`src/rtl/uart_pkg.sv`:
```
// Shared types and constants for the wb_uart receive/transmit cores.
package uart_pkg;

   typedef enum logic [1:0] {
      RX_IDLE,
      RX_START,
      RX_DATA,
      RX_STOP
   } rx_state_t;

   localparam int FRAME_DATA_BITS = 8;
   localparam int SAMPLE_NUM_MIN  = 4;

endpackage

```
`src/rtl/uart_baud_tick.sv`:
```
// Oversampling tick generator: pulses tick once every max(div,1) clocks.
module uart_baud_tick #(
   parameter int DIV_W = 16
) (
   input  logic             clk,
   input  logic             rst_n,
   input  logic             restart,
   input  logic [DIV_W-1:0] div,
   output logic             tick
);

   logic [DIV_W-1:0] cnt;
   logic [DIV_W-1:0] last;

   // A divider of 0 behaves like 1, so the last count is 0 in both cases.
   assign last = (div == '0) ? '0 : div - DIV_W'(1);
   assign tick = (cnt == last);

   always_ff @(posedge clk or negedge rst_n) begin
      if (!rst_n) begin
         cnt <= '0;
      end else if (restart || tick) begin
         cnt <= '0;
      end else begin
         cnt <= cnt + DIV_W'(1);
      end
   end

endmodule

```
`src/rtl/uart_rx_core.sv`:
```
// UART receiver: 8N1 deserializer with oversampled 3-sample majority vote
// and a valid/ready output register reporting framing error and overrun.
module uart_rx_core
   import uart_pkg::*;
#(
   parameter int SAMPLE_NUM = 16,
   parameter int DIV_W      = 16
) (
   input  logic             clk_i,
   input  logic             rst_n_i,
   input  logic [DIV_W-1:0] baud_div_i,
   input  logic             rx_i,
   output logic [7:0]       data_o,
   output logic             frame_err_o,
   output logic             valid_o,
   input  logic             ready_i,
   output logic             overrun_o,
   output logic             busy_o
);

   localparam int SCNT_W = $clog2(SAMPLE_NUM);
   localparam int MID    = SAMPLE_NUM / 2;

   localparam logic [SCNT_W-1:0] SCNT_LAST = SCNT_W'(SAMPLE_NUM - 1);
   localparam logic [SCNT_W-1:0] SCNT_S0   = SCNT_W'(MID - 1);
   localparam logic [SCNT_W-1:0] SCNT_S1   = SCNT_W'(MID);
   localparam logic [SCNT_W-1:0] SCNT_S2   = SCNT_W'(MID + 1);
   localparam logic [2:0]        BCNT_LAST = 3'(FRAME_DATA_BITS - 1);

   function automatic logic maj3(input logic a, input logic b, input logic c);
      return (a & b) | (a & c) | (b & c);
   endfunction

   logic              sync1_p0, sync2_p1, rx_d_p2;
   logic              fall;
   rx_state_t         state;
   logic [SCNT_W-1:0] scnt;
   logic [2:0]        bcnt;
   logic [DIV_W-1:0]  div_q;
   logic [1:0]        smp;
   logic [7:0]        shreg;
   logic              tick, restart, vote, at_vote, bit_end, complete;

   // Stage p0..p2: two-flop synchronizer, then a delay flop for edge detection.
   always_ff @(posedge clk_i or negedge rst_n_i) begin
      if (!rst_n_i) begin
         sync1_p0 <= 1'b1;
         sync2_p1 <= 1'b1;
         rx_d_p2  <= 1'b1;
      end else begin
         sync1_p0 <= rx_i;
         sync2_p1 <= sync1_p0;
         rx_d_p2  <= sync2_p1;
      end
   end

   assign fall    = rx_d_p2 & ~sync2_p1;
   assign restart = fall && (state == RX_IDLE);

   uart_baud_tick #(
      .DIV_W (DIV_W)
   ) u_tick (
      .clk     (clk_i),
      .rst_n   (rst_n_i),
      .restart (restart),
      .div     (div_q),
      .tick    (tick)
   );

   // The third sample is the live line, so the vote is ready on tick mid+1.
   assign vote     = maj3(smp[1], smp[0], sync2_p1);
   assign at_vote  = tick && (scnt == SCNT_S2);
   assign bit_end  = tick && (scnt == SCNT_LAST);
   assign complete = (state == RX_STOP) && at_vote;
   assign busy_o   = (state != RX_IDLE);

   always_ff @(posedge clk_i or negedge rst_n_i) begin
      if (!rst_n_i) begin
         state <= RX_IDLE;
         scnt  <= '0;
         bcnt  <= '0;
         div_q <= '0;
      end else if (state == RX_IDLE) begin
         if (fall) begin
            state <= RX_START;
            scnt  <= '0;
            bcnt  <= '0;
            div_q <= baud_div_i;
         end
      end else if (tick) begin
         scnt <= bit_end ? '0 : scnt + SCNT_W'(1);
         if (state == RX_START) begin
            if (at_vote && vote) begin
               state <= RX_IDLE;
            end else if (bit_end) begin
               state <= RX_DATA;
            end
         end else if (state == RX_DATA) begin
            if (bit_end) begin
               bcnt <= bcnt + 3'd1;
               if (bcnt == BCNT_LAST) begin
                  state <= RX_STOP;
               end
            end
         end else if (at_vote) begin
            state <= RX_IDLE;
         end
      end
   end

   always_ff @(posedge clk_i) begin
      if (tick && (scnt == SCNT_S0)) begin
         smp[1] <= sync2_p1;
      end
      if (tick && (scnt == SCNT_S1)) begin
         smp[0] <= sync2_p1;
      end
      if ((state == RX_DATA) && at_vote) begin
         shreg <= {vote, shreg[7:1]};
      end
   end

   // Output register: a completion may reload in the same cycle the old byte is taken.
   always_ff @(posedge clk_i or negedge rst_n_i) begin
      if (!rst_n_i) begin
         data_o      <= 8'h00;
         frame_err_o <= 1'b0;
         valid_o     <= 1'b0;
         overrun_o   <= 1'b0;
      end else begin
         overrun_o <= 1'b0;
         if (complete) begin
            if (!valid_o || ready_i) begin
               data_o      <= shreg;
               frame_err_o <= !vote;
               valid_o     <= 1'b1;
            end else begin
               overrun_o <= 1'b1;
            end
         end else if (valid_o && ready_i) begin
            valid_o <= 1'b0;
         end
      end
   end

endmodule

```
`config.mk`:
```
export PLATFORM = sky130hd
export DESIGN_NAME = uart_rx_core
export DESIGN_NICKNAME = d
export VERILOG_FILES = /design/src/rtl/uart_pkg.sv /design/src/rtl/uart_baud_tick.sv /design/src/rtl/uart_rx_core.sv
export SDC_FILE = /design/constraint.sdc
export NUM_CORES = 1
export LEC_CHECK = 0
export CORE_UTILIZATION = 30
export DETAILED_ROUTE_END_ITERATION = 8
export PLACE_DENSITY_LB_ADDON = 0.1
export SLEW_MARGIN = 0
export SYNTH_ARGS = -nofsm -noshare
export SYNTH_HDL_FRONTEND = slang
export SYNTH_SLANG_ARGS = --single-unit
```
`constraint.sdc`:
```
create_clock -name clk_i -period 4.5 [get_ports clk_i]
set_input_delay 0.675 -clock clk_i [delete_from_list [all_inputs] [get_ports clk_i]]
set_output_delay 0.675 -clock clk_i [all_outputs]
set_load 0.01 [all_outputs]
```
==> results.sh <==
export IMPL_worst_endpoint_arrival_ns=3.84
export IMPL_clk_insertion_delay_late_ns=0.34
export IMPL_initial_core_util_pct=31.2
export IMPL_grt_pass1_wl_um=15200
export IMPL_grt_usage_pct=15.4
export IMPL_outcome="complete, no violations"
export IMPL_die_w_um=115
export IMPL_layout_drive_gt1_share_pct=9.26
export IMPL_synth_edff_count=10
export IMPL_crit_reg2reg_launch="div_q[0]"
export IMPL_slew_viol_final=0
export IMPL_ys_seq_area_share_pct=44.1
export IMPL_reg2regPathDepth=10
export IMPL_wl_per_cell_um=15.0
export IMPL_cts_tree="built"
export IMPL_design_core_area_um2=12200
export IMPL_finalClockSkew_ns=0.00679
export IMPL_place_gp_congestion=0.834
export IMPL_hold_path_class="reg2reg"
export IMPL_drt_total_wl_um=8990
export IMPL_syn_nets=430
export IMPL_die_h_um=115
export IMPL_ant_nets=0
export IMPL_ctsHoldBuffers=0
export IMPL_rsz0062_at_grt="false"
export IMPL_dp_cells=584
export IMPL_cts_sinks=65
export IMPL_setup_viol=0
export IMPL_cts_max_path_buffers=2
export IMPL_worstSetupPathType="reg2reg"
export IMPL_async_reset_ff_share_pct=84.6
export IMPL_overflow=0
export IMPL_drc_errors=0
export IMPL_postSynthCellCount=399
export IMPL_n_antenna_cell=0
export IMPL_via_per_inst=5.02
export IMPL_period_needed_ns=3.83
export IMPL_min_to="sync2_p1"
export IMPL_synth_ff_type="dfrtp_1"
export IMPL_max_cap_violations=0
export IMPL_die_area_um2=13200
export IMPL_stdcell_count=600
export IMPL_ios=32
export IMPL_slew_headroom_pct=49.7
export IMPL_grt_max_degree=56
export IMPL_cts_max_level=3
export IMPL_antenna_found_initial=0
export IMPL_min_from="sync1_p0"
export IMPL_finalHoldViolCount=0
export IMPL_multi_input_area_um2=1980
export IMPL_ir_drop_uv=302
export IMPL_routed_via_count=3009
export IMPL_max_freq_ghz=0.261
export IMPL_portBuffers=31
export IMPL_cts_root_buf="clkbuf_16"
export IMPL_nets=458
export IMPL_synth_cell_area_um2=3810
export IMPL_ys_types=66
export IMPL_drt_iter0_markers=171
export IMPL_syn_area_per_cell_um2=9.55
export IMPL_place_hpwl_um=6430
export IMPL_reg2reg_slack_ns=0.67
export IMPL_cts_resized_gates=0
export IMPL_rr_endpoint="shreg[0]"
export IMPL_cts_made_buffers=9
export IMPL_hold_depth=0
export IMPL_worst_slew_pin_slew_ns=0.755
export IMPL_required_ns=4.51
export IMPL_finalCritPeriodShare_pct=85.1
export IMPL_placementRows=40
export IMPL_crit_fanout=11
export IMPL_post_cts_buffers=0
export IMPL_setup_tns_ns=0
export IMPL_final_seq_area_um2=1680
export IMPL_fillers=1296
export IMPL_drt_first_pass_iters=4
export IMPL_yosysWarnings=0
export IMPL_startpoint_type="register"
export IMPL_grt_pass1_vias=2924
export IMPL_cp_end_kind="register"
export IMPL_leakagePower_nw=1.93
export IMPL_p_per_area_nw_per_um2=560
export IMPL_cts_clk_slew_worst_paths_ns=0.06
export IMPL_ys_ff_latch=65
export IMPL_syn_to_final_growth_pct=20.6
-- kinds of logic (layout without fill, tap and decap cells) --
group / Yosys count / count (layout) / synth area share (%)
multiplexers: 9 / 9 / 2.66
XOR/XNOR: 27 / 27 / 6.21
adder cells (fa/ha/maj): 11 / 11 / 3.61
flip-flops: 65 / 65 / 44.1
buffers and inverters: 37 / 70 / 4.07
AO/OA/AOI/OAI: 72 / 72 / 14.0
AND/OR/NAND/NOR: 178 / 178 / 25.3
-- worst max-delay path, cell delays in order, from the launching register on --
cell and delay [ns]:
dfrtp_1 0.45, inv_1 0.13, ha_1 0.20, or3b_2 0.59, nor4_4 0.54, a31oi_1 0.07, o32a_1 0.34, a2111o_1 0.46
nor4_4 0.14, buf_4 0.19, and3_1 0.38
-- registers in the layout, indices dropped and copies added, names as in the netlist, named ones only --
signal       count
bcnt             3
data_o           8
div_q           16
frame_err_o      1
overrun_o        1
rx_d_p2          1
scnt             4
shreg            8
smp              2
state            1
sync1_p0         1
sync2_p1         1
u_tick.cnt      16
valid_o          1
-- power breakdown --
part | switching, mW | internal [mW] | total [mW] | leakage (nW)
Clock | 0.276 | 0.433 | 0.709 | 0.146
Sequential | 0.199 | 0.700 | 0.899 | 0.812
Combinational | 0.560 | 0.403 | 0.963 | 0.977
-- worst max path at each step --
stage / startpoint / endpoint / slack (ns) / cells after the start
2_1_floorplan: div_q[0] / shreg[0] / 1.03 / 11
3_3_place_gp: div_q[0] / shreg[2] / 0.75 / 10
3_5_place_dp: div_q[0] / shreg[2] / 0.65 / 10
4_1_cts: div_q[0] / shreg[2] / 0.65 / 10
5_1_grt: div_q[0] / register / 0.37 / 10
6_report: div_q[0] / shreg[0] / 0.67 / 10
-- cell type report --
cell class,count,share of cell area (%)
clock inverters,7,1.69
well taps,168,4.58
flip-flops and latches,65,36.6
repair buffers,39,7.95
clock buffers,9,4.90
inverters,15,1.23
multi-input cells,297,43.1
-- cells in the mapped netlist (3+ instances only) --
| cell type | number | share of area [%] |
|---|---|---|
| a211o_1 | 3 | 0.69 |
| a21o_1 | 7 | 1.4 |
| a21oi_1 | 9 | 1.2 |
| a31oi_1 | 3 | 0.49 |
| and2_1 | 5 | 0.82 |
| and3_1 | 6 | 0.99 |
| buf_2 | 4 | 0.53 |
| clkbuf_1 | 16 | 1.6 |
| dfrtp_1 | 52 | 34 |
| dfstp_2 | 3 | 2.1 |
| edfxtp_1 | 10 | 7.9 |
| ha_1 | 11 | 3.6 |
| inv_1 | 14 | 1.4 |
| mux2_1 | 9 | 2.7 |
| nand2_1 | 63 | 6.2 |
| nand3_1 | 14 | 1.8 |
| nand4_1 | 13 | 2.1 |
| nand4b_1 | 3 | 0.69 |
| nor2_1 | 32 | 3.2 |
| nor2b_1 | 4 | 0.66 |
| nor3_1 | 7 | 0.92 |
| nor3b_1 | 4 | 0.79 |
| nor4_1 | 4 | 0.66 |
| o211ai_1 | 3 | 0.59 |
| o21ai_0 | 12 | 1.6 |
| o311ai_0 | 4 | 0.92 |
| o31ai_1 | 4 | 0.79 |
| o41ai_1 | 3 | 0.69 |
| or3_1 | 3 | 0.49 |
| or4_1 | 4 | 0.79 |
| xnor2_1 | 12 | 2.8 |
| xor2_1 | 15 | 3.4 |
-- metal layers --
| metal | share of wire [%] | vias up | track usage [%] |
|---|---|---|---|
| met5 | 0 | - | 0 |
| met4 | 1.3 | 0 | 5.45 |
| met3 | 4.1 | 10 | 4.45 |
| met2 | 42 | 47 | 22.6 |
| met1 | 52 | 1453 | 21.4 |
| li1 | - | 1499 | - |
-- through the flow --
stage	power [mW]	setup slack (ns)	util, %	hold slack (ns)	cell area, um^2
2_1_floorplan	1.61	1.03	-	0.345	3810
3_3_place_gp	1.87	0.750	35.1	0.346	4290
3_5_place_dp	1.87	0.652	35.1	0.347	4290
4_1_cts	2.60	0.645	37.6	0.356	4590
5_1_grt	2.77	0.366	37.6	0.356	4590
6_report	2.57	0.670	37.6	0.355	4590
-- placed cells by master, fill, tap and decap left out, drive strengths merged, types with 4 or more instances in the layout --
cell,count
inv,16
o31ai,4
nor4,8
o21ai,13
xnor2,12
xor2,15
and2,5
mux2,9
ha,11
a21o,7
nor2b,4
and3,6
clkdlybuf4s50,30
nor3,7
edfxtp,10
dfrtp,52
nor3b,4
a21oi,9
or4,5
o311ai,4
clkbuf,9
nand3,14
nor2,33
clkinv,4
buf,9
nand2,63
nand4,14
(Power assumes the default switching activity.)
